`src/rtl/reg_index_scanner_pkg.sv`:
```
// rtl/reg_index_scanner_pkg.sv - shared sizes, FSM encoding and constants for reg_index_scanner
package reg_index_scanner_pkg;

  localparam int WORD_LENGTH_DEF = 32;
  localparam int BITS_DEF        = 5;

  // Hardwired register; its index is dropped at load when SKIP_REG0_EN is defined
  localparam int REG_ZERO = 0;

  typedef enum logic [1:0] {
    IDLE = 2'b00,
    SCAN = 2'b01,
    DONE = 2'b10
  } state_t;

endpackage

```
`src/rtl/reg_index_scanner_lowest_set_index.sv`:
```
// rtl/reg_index_scanner_lowest_set_index.sv - combinational find-first-set over a register mask
module lowest_set_index
  import reg_index_scanner_pkg::*;
#(
  parameter int WORD_LENGTH = WORD_LENGTH_DEF,
  parameter int BITS        = BITS_DEF
) (
  input  logic [WORD_LENGTH-1:0] i_mask,
  output logic [BITS-1:0]        o_index,
  output logic                   o_any_set
);

  // Walk from the top down so the last hit written is the lowest set bit
  always_comb begin
    o_index = '0;
    for (int i = WORD_LENGTH - 1; i >= 0; i--) begin
      if (i_mask[i]) begin
        o_index = BITS'(i);
      end
    end
  end

  assign o_any_set = |i_mask;

endmodule

```
`src/rtl/reg_index_scanner.sv`:
```
// rtl/reg_index_scanner.sv - serialises a register mask into indices, lowest first
// Optional: SKIP_REG0_EN drops register zero from the loaded mask.
module reg_index_scanner
  import reg_index_scanner_pkg::*;
#(
  parameter int WORD_LENGTH = WORD_LENGTH_DEF,
  parameter int BITS        = BITS_DEF
) (
  input  logic                   clk,
  input  logic                   reset,
  input  logic                   Start_i,
  input  logic [WORD_LENGTH-1:0] Request_i,
  input  logic                   Ready_i,
  output logic [BITS-1:0]        Index_o,
  output logic                   Valid_o,
  output logic                   Busy_o,
  output logic                   Done_o,
  output logic [BITS:0]          Count_o
);

  state_t                 r_state;
  logic [WORD_LENGTH-1:0] r_pending;
  logic [BITS:0]          r_count;

  state_t                 w_next_state;
  logic [WORD_LENGTH-1:0] w_next_pending;
  logic [BITS:0]          w_next_count;
  logic [WORD_LENGTH-1:0] w_load_mask;
  logic [WORD_LENGTH-1:0] w_onehot;
  logic [WORD_LENGTH-1:0] w_cleared;
  logic [BITS-1:0]        w_index;
  logic                   w_any_set;
  logic                   w_valid;
  logic                   w_done;

`ifdef SKIP_REG0_EN
  assign w_load_mask = Request_i & ~({{(WORD_LENGTH-1){1'b0}}, 1'b1} << REG_ZERO);
`else
  assign w_load_mask = Request_i;
`endif

  lowest_set_index #(
    .WORD_LENGTH (WORD_LENGTH),
    .BITS        (BITS)
  ) u_lowest_set_index (
    .i_mask    (r_pending),
    .o_index   (w_index),
    .o_any_set (w_any_set)
  );

  assign w_onehot  = {{(WORD_LENGTH-1){1'b0}}, 1'b1} << w_index;
  assign w_cleared = r_pending & ~w_onehot;

  always_ff @(posedge clk or posedge reset) begin
    if (reset) begin
      r_state   <= IDLE;
      r_pending <= '0;
      r_count   <= '0;
    end else begin
      r_state   <= w_next_state;
      r_pending <= w_next_pending;
      r_count   <= w_next_count;
    end
  end

  always_comb begin
    w_next_state   = r_state;
    w_next_pending = r_pending;
    w_next_count   = r_count;
    w_valid        = 1'b0;
    w_done         = 1'b0;
    case (r_state)
      IDLE: begin
        if (Start_i) begin
          w_next_pending = w_load_mask;
          w_next_count   = '0;
          w_next_state   = (|w_load_mask) ? SCAN : DONE;
        end
      end
      SCAN: begin
        w_valid = w_any_set;
        if (!w_any_set) begin
          w_next_state = DONE;
        end else if (Ready_i) begin
          w_next_pending = w_cleared;
          w_next_count   = r_count + (BITS+1)'(1);
          if (w_cleared == '0) begin
            w_next_state = DONE;
          end
        end
      end
      DONE: begin
        w_done       = 1'b1;
        w_next_state = IDLE;
      end
      default: begin
        w_next_state = IDLE;
      end
    endcase
  end

  assign Valid_o = w_valid;
  assign Index_o = w_valid ? w_index : '0;
  assign Busy_o  = (r_state != IDLE);
  assign Done_o  = w_done;
  assign Count_o = r_count;

endmodule

```
`config.mk`:
```
export PLATFORM = sky130hd
export DESIGN_NAME = reg_index_scanner
export DESIGN_NICKNAME = d
export VERILOG_FILES = /design/src/rtl/reg_index_scanner_pkg.sv /design/src/rtl/reg_index_scanner_lowest_set_index.sv /design/src/rtl/reg_index_scanner.sv
export SDC_FILE = /design/constraint.sdc
export NUM_CORES = 1
export LEC_CHECK = 0
export BUFFER_PORTS_ARGS = -buffer_cell sky130_fd_sc_hd__clkbuf_2
export CAP_MARGIN = 20
export CORE_ASPECT_RATIO = 0.5
export CORE_UTILIZATION = 50
export DETAILED_ROUTE_END_ITERATION = 8
export HOLD_SLACK_MARGIN = 0.05
export PLACE_DENSITY_LB_ADDON = 0.25
export SLEW_MARGIN = 20
export SYNTH_ARGS = -nofsm -noshare
export SYNTH_HDL_FRONTEND = slang
export SYNTH_SLANG_ARGS = --single-unit
```
`constraint.sdc`:
```
create_clock -name clk -period 8.2 [get_ports clk]
set_clock_uncertainty 0.1 [all_clocks]
set_input_delay 0.82 -clock clk [delete_from_list [all_inputs] [get_ports clk]]
set_output_delay 0.82 -clock clk [all_outputs]
set_load 0.05 [all_outputs]
```
==> metrics, run 1 <==
share of power burned in registers about a quarter; Post-CTS Setup Bufs 0; register-to-register setup slack 4.02 ns; hold endpoint Count_o[0]; first-pass GRT wire length 15.72 mm; R2R depth 10; I/O pins 50; Switching Share 55.66%; Initial Utilization roughly 52%; startpoint types register; Clock Tree Buf Depth 2; Critical Path RT 7.28 ns; Total GRT Usage 34.47%; H-tree depth 2; hpwl dp 7.398 mm; most common cell after layout, fill and taps aside clkbuf_2; status completed; num rows 19; drt total wl 9.862 mm; sequential share of the synthesized area roughly a third; Worst VDD drop 260.5 uV; n_diodes 0; YS warnings 0; utilization after layout 60.28%; Core ar. ~0.0055 mm^2; port bufs 49; clock network fraction of design power 14.0%; vias 3101; hold_buf cts 0; synthesized area 0.002879 mm^2; maxcap violations 0; setup TNS 0 ns; 1st-iter DRT viols ~350; vias in the first global route 2881; Slew Limit Headroom 39.07%; PwrDens between 500 and 600 mW/mm^2; Residual DRC 0; clk slew on worst S/H paths 0.06 ns; Post-synth EDFFs 0; sequential cell area 0.001001 mm^2; gpl congestion around 1.1; Min Clock Period, post-route between 4 and 5 ns; Die Span X 109.3 um; post-CTS sizing 0; footprint of the multi-input gates 0.001730 mm^2; DR vias/cell 6.815; Yosys top cell by area dfrtp_1; CP Data Arrival Time roughly 3.3 ns; path type of the worst setup path reg -> out; internal power 738.1 uW; Max Slew Vio Count 0; Clock Latency Late Sink 0.29 ns; CTS root buf clkbuf_16; #FFs+latches synth 40; CTS Buf Count 5; NumNets Final 418; Peak Freq around 240 MHz; RSZ-0062 raised after global routing no; Routed Antenna Nets 0; Wirelength per Cell 21.67 um; leak pwr 1.395 nW; Sink Count 40; net count after synthesis 379; drt pass-1 iters 5; CTS tree built; die area about 0.006 mm^2; worst hold start Count_o[0]; Post-synth ARST share 100.0%; Final setup viols 0; Fill cells 508; Synth Instances 342; total grt overflow 0; hold path cells 1; Top FF cell, synth dfrtp_1; Hold Path Class reg -> reg; sw power a little over 900 uW; Worst R2R Start r_pending[7]; initial antenna violation count 0; most frequent cells in the layout clkbuf_2, nor2_1, o21ai_0; RR Endpoint r_state[1]; die height between 50 and 60 um; synthesized area per cell 8.418 um^2; area grow syn2layout 15.47%; fin crit share 51.20%; top cells by area, synth dfrtp_1, a22o_1, o21ai_0, nor2_1, nor4_1; final hold violations 0; total chip power 1.665 mW; share of cells above drive strength 1 19.63%; Slew @ Worst Pin 0.9117 ns; CP Capture Type output port; Unique masters post-synth just over 60; post-synth top area share approximately a third; combinational share of power 60.5%; worst-path fanout max 5; largest net degree at the start of global routing 41
## flip-flops by register name, summed over array words and instances (netlist names)
signal and flops:
r_pending 32, r_state 2, Count_o 6
## metal layers
metal / GRT usage [%] / wire, um / part of all wire [%] / vias to the layer above
met3: 14.40 / 1336 / 14 / 21
met1: 53.06 / 4563 / 46 / 1489
met5: 0 / 0 / 0 / -
met2: 44.83 / 3848 / 39 / 202
met4: 4.952 / 113 / 1.1 / 0
li1: - / - / - / 1389
## synth_stat cells (4+ instances only)
cell type / number
nor3_1: 15
dfrtp_1: 40
a31oi_1: 4
nand4_1: 5
nor2_1: 41
o21ai_0: 41
nand2_1: 17
o41ai_1: 5
nand2b_1: 7
inv_1: 15
buf_2: 5
nand3_1: 9
and2_1: 4
a22o_1: 30
a21oi_1: 9
clkbuf_1: 11
xor2_1: 4
nor4_1: 18
## worst max-delay path, stage by stage, from the launching register on
cell and delay, ns:
dfrtp_1 0.45, nand2b_1 0.19, a221oi_1 0.24, o211ai_1 0.27
a2111oi_1 0.87, o21ai_0 0.48, nor2_1 0.19, clkbuf_2 0.30
## worst max path at each step
stage,slack (ns),endpoint,from,cells past startpoint
final,4.00,Index_o[0],r_pending[30],7
after global routing,3.75,Index_o[0],r_pending[9],7
after CTS,4.02,Index_o[0],r_pending[6],6
after detailed placement,4.29,r_state[1],r_pending[6],10
after global placement,4.00,r_state[1],r_pending[6],10
after floorplan,4.78,Index_o[0],r_pending[6],5
## power groups by stage
stage	Clock, mW	Combinational (mW)	Sequential (mW)
6_report	0.233	1.01	0.424
2_1_floorplan	0	0.735	0.390
4_1_cts	0.236	0.972	0.416
3_3_place_gp	0	0.961	0.413
5_1_grt	0.245	1.07	0.437
3_5_place_dp	0	0.968	0.418
## per-stage QoR
step	std cells	setup WS (ns)	instance area (um^2)	hold slack [ns]
finish	455	4.002	3324	0.4384
global route	455	3.750	3324	0.4722
CTS	455	4.019	3324	0.4435
floorplan	342	4.780	2879	0.4101
detailed placement	447	4.291	3147	0.4322
global placement	447	4.000	3138	0.4091
## kinds of logic (layout without fill, tap and decap cells)
group,after synthesis,in the layout,share of synthesized area (%)
muxes,1,1,0.3477
AOI/OAI and AO/OA,121,121,30.47
DFF,40,40,34.77
adders and majority gates,1,1,0.4345
xor gates and xnor gates,4,4,1.217
and+or+nand+nor,140,140,27.34
buffers and inverters,35,75,5.432
## cell type report
cell class	count	area share, %
Inverter	15	1.694
Tap cell	73	2.747
Multi-Input combinational cell	267	52.05
Clock inverter	2	1.167
Sequential cell	40	30.11
Timing Repair Buffer	52	8.054
Clock buffer	6	4.178
Note: power is estimated with default switching activity, not from simulation.
==> run 2, diff against run 1 <==
--- a/config.mk
+++ b/config.mk
@@ -5,6 +5,7 @@
 export SDC_FILE = /design/constraint.sdc
 export NUM_CORES = 1
 export LEC_CHECK = 0
+export ABC_AREA = 1
 export BUFFER_PORTS_ARGS = -buffer_cell sky130_fd_sc_hd__clkbuf_2
 export CAP_MARGIN = 20
 export CORE_ASPECT_RATIO = 0.5
==> constraint.sdc (replaced) <==
create_clock -name clk -period 3.8 [get_ports clk]
set_clock_uncertainty 0.1 [all_clocks]
set_input_delay 0.38 -clock clk [delete_from_list [all_inputs] [get_ports clk]]
set_output_delay 0.38 -clock clk [all_outputs]
set_load 0.05 [all_outputs]
==> run 2 against run 1 <==
Effect of this change: die area down 0.89%; register-to-register slack worse by 3.7 ns; via count up 2.2%; total power up 87%; flip-flop and latch count unchanged; wire length down 13%; worst hold slack worse by 0.35 ns; first-iteration DRC count down 21%; sequential share of layout area down 0.38 points; largest cell class unchanged; highest routed layer unchanged.
==> metrics, run 2 <==
vias 3169 (+2.2%); Hold Path Class in -> async; 1st-iter DRT viols 278 (-21%); CTS root buf clkbuf_16; fin crit share 91.37%; CTS Buf Count 5 (unchanged); PwrDens 924.8 mW/mm^2 (+85%); Top delay family on crit path simple AND/OR/NAND/NOR gates; DR vias/cell 5.659 (-17%); Routed Antenna Nets 0 (unchanged); num rows 19 (unchanged); crit-path max cell delay 0.44 ns (-0.43 ns); pre-CTS WS 0.4507 ns (-3.840 ns); top post-synthesis cells by count nand2_1, o21ai_0, inv_1; I/O pins 50 (unchanged); Post-synth ARST share 100.0% (unchanged); Post-synth EDFFs 0 (unchanged); synthesized area per cell 6.528 um^2 (-22%); Largest register FFs 32 (unchanged); Sink Count 40 (unchanged); Initial Utilization 51.95% (-0.25 points); largest net degree at the start of global routing 41 (unchanged); Final setup viols 0 (unchanged); drt total wl 8.578 mm (-13%); vias in the first global route 2814 (-2.3%); Residual DRC 0 (unchanged); final hold violations 0 (unchanged); Clock Tree Buf Depth 2 (unchanged); top cells by area, synth dfrtp_1, nand2_1, o21ai_0, inv_1, nor2_1; CTS tree built; Fill cells 567 (+12%); Final Worst Setup Slack 0.3281 ns (-3.673 ns); Min Clock Period, post-route 3.472 ns; YS warnings 0 (unchanged); first-pass GRT wire length 14.08 mm (-10%); Total GRT Usage 31.00% (-3.5 points); critical path's slowest cell dfrtp_2; synthesized area 0.002853 mm^2 (-0.91%); Worst R2R Start r_pending[31]; maxcap violations 0 (unchanged); #FFs+latches synth 40 (unchanged); path type of the worst setup path reg -> reg; area grow syn2layout 18.16%; register-to-register setup slack 0.33 ns (-3.69 ns); Final Non-Filler Cells 560 (+23%); crit-path most repeated cell nand2_1; Top FF cell, synth dfrtp_1; total grt overflow 0 (unchanged); Wirelength per Cell 15.32 um (-29%); Slew @ Worst Pin 0.8310 ns (-0.08067 ns); RR Endpoint r_state[0]; startpoint types register; sequential share of the synthesized area 35.09% (+0.32 points); top-count cell post-synth nand2_1; Largest Register r_pending; Synth Instances 437 (+28%); CP Capture Type register; status completed; drt pass-1 iters 5 (unchanged); Peak Freq 288.0 MHz; clk slew on worst S/H paths 0.06 ns (about the same); gpl congestion 0.9537 (-14%); # placed instances 549 (+23%); NumNets Final 523 (+25%); Worst VDD drop 540.6 uV (+110%); post-synth top area share 35.09% (+0.32 points); Core ar. 0.005492 mm^2 (-0.43%); share of cells above drive strength 1 18.07% (-1.6 points); most frequent cells in the layout nand2_1, o21ai_0, inv_1; CP Data Arrival Time 3.55 ns (+0.27 ns); die height 55.41 um (-0.44%); Yosys top cell by area dfrtp_1; worst-path fanout max 5 (unchanged); total chip power 3.117 mW (+87%); net count after synthesis 474 (+25%); n_diodes 0 (unchanged); port bufs 49 (unchanged); Critical Path RT 3.88 ns (-3.40 ns); Slew Limit Headroom 44.40% (+5.3 points); leak pwr 1.622 nW (+16%); die area 0.006030 mm^2 (-0.89%); R2R depth 40 (+30); Die Span X 108.8 um (-0.45%); initial antenna violation count 0 (unchanged); H-tree depth 2 (unchanged); most common cell after layout, fill and taps aside nand2_1; WP buf/inv 0 (-1); Max Slew Vio Count 0 (unchanged); hpwl dp 6.294 mm (-15%); Unique masters post-synth 33 (-46%); RSZ-0062 raised after global routing yes; Clock Latency Late Sink 0.29 ns (about the same); setup TNS 0 ns (unchanged); final hold slack 0.09069 ns (-0.3477 ns)
run 2: routing by layer:
layer | track usage (%) | up-vias | part of all wire, %
met5 | 0 | - | 0
met4 | 6.371 | 0 | 0.91
met3 | 7.674 | 10 | 10
met2 | 41.68 | 164 | 41
met1 | 49.28 | 1446 | 48
li1 | - | 1549 | -
run 2: cell type report:
class | instances | area, um^2 | area share (%)
multi-input combinational | 321 | 1573 | 46.66
tap | 73 | 91.34 | 2.710
inverter | 58 | 217.7 | 6.459
timing repair buffer | 60 | 340.3 | 10.10
sequential | 40 | 1002 | 29.73
clock buffer | 8 | 146.4 | 4.343
run 2: tightest hold or removal path: stages:
cell and delay [ns]:
clkbuf_2 0.08, inv_1 0.04, buf_4 0.44
run 2: kinds of logic after synthesis:
logic type | share of synthesized area (%)
AOI/OAI and AO/OA | 22.68
and+or+nand+nor | 31.45
adders and majority gates | 0.4385
DFF | 35.09
buffers and inverters | 10.35
run 2: timing repair:
item                                    CTS  global route
hold buffers                              0             0
buffers inserted                          0             3
endpoints found under the setup margin    0             2
resized for setup                         0             5
run 2: how the worst max path moves through the flow:
stage	start	slack, ns	cells after the start	endpoint
2_1_floorplan	r_pending[30]	0.79	33	Index_o[0]
3_3_place_gp	r_pending[31]	0.50	40	r_state[0]
3_5_place_dp	r_pending[31]	0.45	40	r_state[0]
4_1_cts	r_pending[31]	0.43	40	r_state[0]
5_1_grt	r_pending[31]	-0.08	40	r_state[0]
6_report	r_pending[31]	0.33	40	r_state[0]
run 2: through the flow:
stage | util (%) | instance area (um^2)
floorplan | - | 2853
global placement | 57.87 | 3178
detailed placement | 57.87 | 3178
CTS | 60.54 | 3324
global route | 61.38 | 3371
finish | 61.38 | 3371
run 2: power by group:
group | internal (mW) | switching [mW]
Clock | 0.262 | 0.170
Sequential | 0.628 | 0.184
Combinational | 0.598 | 1.27
Total | 1.49 | 1.63
==> run 3, diff against run 2 <==
--- a/config.mk
+++ b/config.mk
@@ -8,7 +8,7 @@
 export ABC_AREA = 1
 export BUFFER_PORTS_ARGS = -buffer_cell sky130_fd_sc_hd__clkbuf_2
 export CAP_MARGIN = 20
-export CORE_ASPECT_RATIO = 0.5
+export CORE_ASPECT_RATIO = 0.8
 export CORE_UTILIZATION = 50
 export DETAILED_ROUTE_END_ITERATION = 8
 export HOLD_SLACK_MARGIN = 0.05
==> run 3 against run 2 <==
Effect of this change: largest power group unchanged; largest cell class unchanged; clock-buffer cell count shrank 1; clock power decreased by 9.3%; utilization fell by 0.16 points.
==> metrics, run 3 (synthesis results as in run 2) <==
H-tree depth 2 (unchanged); CP Data Arrival Time 3.50 ns (-0.05 ns); Routed Antenna Nets 0 (unchanged); Wirelength per Cell 14.99 um (-2.1%); num rows 24 (+5); Hold Path Class in -> async; final hold violations 0 (unchanged); Worst VDD drop 344.3 uV (-36%); combinational share of power 60.6% (+0.5 points); placed instance area 0.003169 mm^2 (-0.28%); status completed; total grt overflow 0 (unchanged); first-pass GRT wire length 14.36 mm (+2.0%); Total GRT Usage 30.70% (-0.31 points); Final setup viols 0 (unchanged); CTS Buf Count 5 (unchanged); 1st-iter DRT viols 329 (+18%); Critical Path RT 3.89 ns (about the same); Switching Share 53.06% (+0.81 points); fin crit share 89.57% (-1.8 points); Peak Freq 293.8 MHz (+2.0%); fin area 0.003346 mm^2 (-0.74%); clk slew on worst S/H paths 0.08 ns (+0.02 ns); final hold slack 0.08046 ns (-0.01023 ns); most frequent cells in the layout nand2_1, o21ai_0, inv_1; vias in the first global route 2958 (+5.1%); WP buf/inv 1 (+1); die height 69.56 um (+26%); Clock Tree Buf Depth 2 (unchanged); Slew Limit Headroom 51.43% (+7.0 points); Largest Register r_pending; CTS tree built; hpwl dp 6.250 mm (-0.69%); die area 0.006013 mm^2 (-0.27%); largest net degree at the start of global routing 50 (+22%); Min Clock Period, post-route 3.404 ns (-0.06803 ns); gpl congestion 0.9475 (-0.65%); drt pass-1 iters 6 (+1); RSZ-0062 raised after global routing yes; Max Slew Vio Count 0 (unchanged); Initial Utilization 52.20% (+0.25 points); Clock Latency Late Sink 0.30 ns (about the same); area grow syn2layout 17.28%; Die Span X 86.45 um (-21%); startpoint types register; share of cells above drive strength 1 18.35% (+0.28 points); Core ar. 0.005465 mm^2 (-0.48%); Top delay family on crit path simple AND/OR/NAND/NOR gates; register-to-register setup slack 0.40 ns (+0.07 ns); leak pwr 1.597 nW (-1.5%); crit-path max cell delay 0.37 ns (-0.07 ns); PwrDens 902.7 mW/mm^2 (-2.4%); Residual DRC 0 (unchanged); most common cell after layout, fill and taps aside nand2_1; sw power 1.603 mW (-1.6%); worst-path fanout max 5 (unchanged); Sink Count 40 (unchanged); critical path's slowest cell dfrtp_1; NumNets Final 521 (-0.38%); Largest register FFs 32 (unchanged); Final Non-Filler Cells 563 (+0.54%); internal power 1.418 mW (-4.8%); port bufs 49 (unchanged); setup TNS 0 ns (unchanged); crit-path most repeated cell nand2_1; I/O pins 50 (unchanged); n_diodes 0 (unchanged); Slew @ Worst Pin 0.7277 ns (-0.1033 ns); CP Capture Type register; maxcap violations 0 (unchanged); share of power burned in registers 26.4% (+0.3 points); drt total wl 8.441 mm (-1.6%); initial antenna violation count 0 (unchanged); # placed instances 552 (+0.55%); CTS root buf clkbuf_8; path type of the worst setup path reg -> reg; DR vias/cell 5.599 (-1.1%); clock network fraction of design power 13.0% (-0.9 points); vias 3152 (-0.54%)
## run 3: changes by cell type in the layout (fill, tap and decap cells not counted)
cell,delta
nand4_2,-1
clkbuf_1,-2
buf_12,-1
clkbuf_8,+6
nand4_4,+1
clkbuf_16,-5
buf_4,-1
nor2_4,+1
bufinv_16,+1
nor2_1,-1
## run 3: power by group through the flow
stage	registers [mW]	clock network [mW]	logic [mW]
after floorplan	0.793	0	1.33
after global routing	0.821	0.419	2.06
after CTS	0.790	0.395	1.76
after detailed placement	0.796	0	1.75
after global placement	0.791	0	1.72
final	0.798	0.392	1.83
## run 3: final cells by class
cell class	instances	area, um^2
fill	543	2120
inverter	58	217.7
multi-input combinational	321	1589
clock inverter	1	30.03
sequential	40	1002
timing repair buffer	58	312.8
clock buffer	7	96.34
tap	78	97.59
## run 3: routing by layer
metal  wire length (um)  track usage [%]  up-vias
li1                   -                -     1547
met5                  0                0        -
met2               3617            43.92      166
met3                821            8.214       12
met4                 99            7.222        0
met1               3901            45.95     1427
## run 3: worst min-delay path, stage by stage
cell	delay (ns)
clkbuf_2	0.08
inv_1	0.04
buf_4	0.45
## run 3: path summary, 6_finish.rpt
check / from / to / cells past startpoint
max: r_pending[30] / r_state[0] / 41
min: reset / r_pending[13] / 3
max reg2reg: r_pending[30] / r_state[0] / 41
min reg2reg: Count_o[5] / Count_o[5] / 1
max in group asynchronous: reset / r_pending[31] / 3
min in group clk: Request_i[12] / r_pending[12] / 3
## run 3: per-stage QoR
step                setup slack (ns)  util (%)  total power [mW]
floorplan                     0.7890         -             2.121
global placement              0.5125     57.99             2.513
detailed placement            0.4599     57.99             2.550
CTS                           0.4164     60.30             2.944
global route                -0.03604     61.22             3.296
finish                        0.3962     61.22             3.020
## run 3: repair_timing
action,CTS,global route
setup buffers,0,3
gates resized for setup,0,8
setup endpoints to repair,0,2
hold buffers,0,0
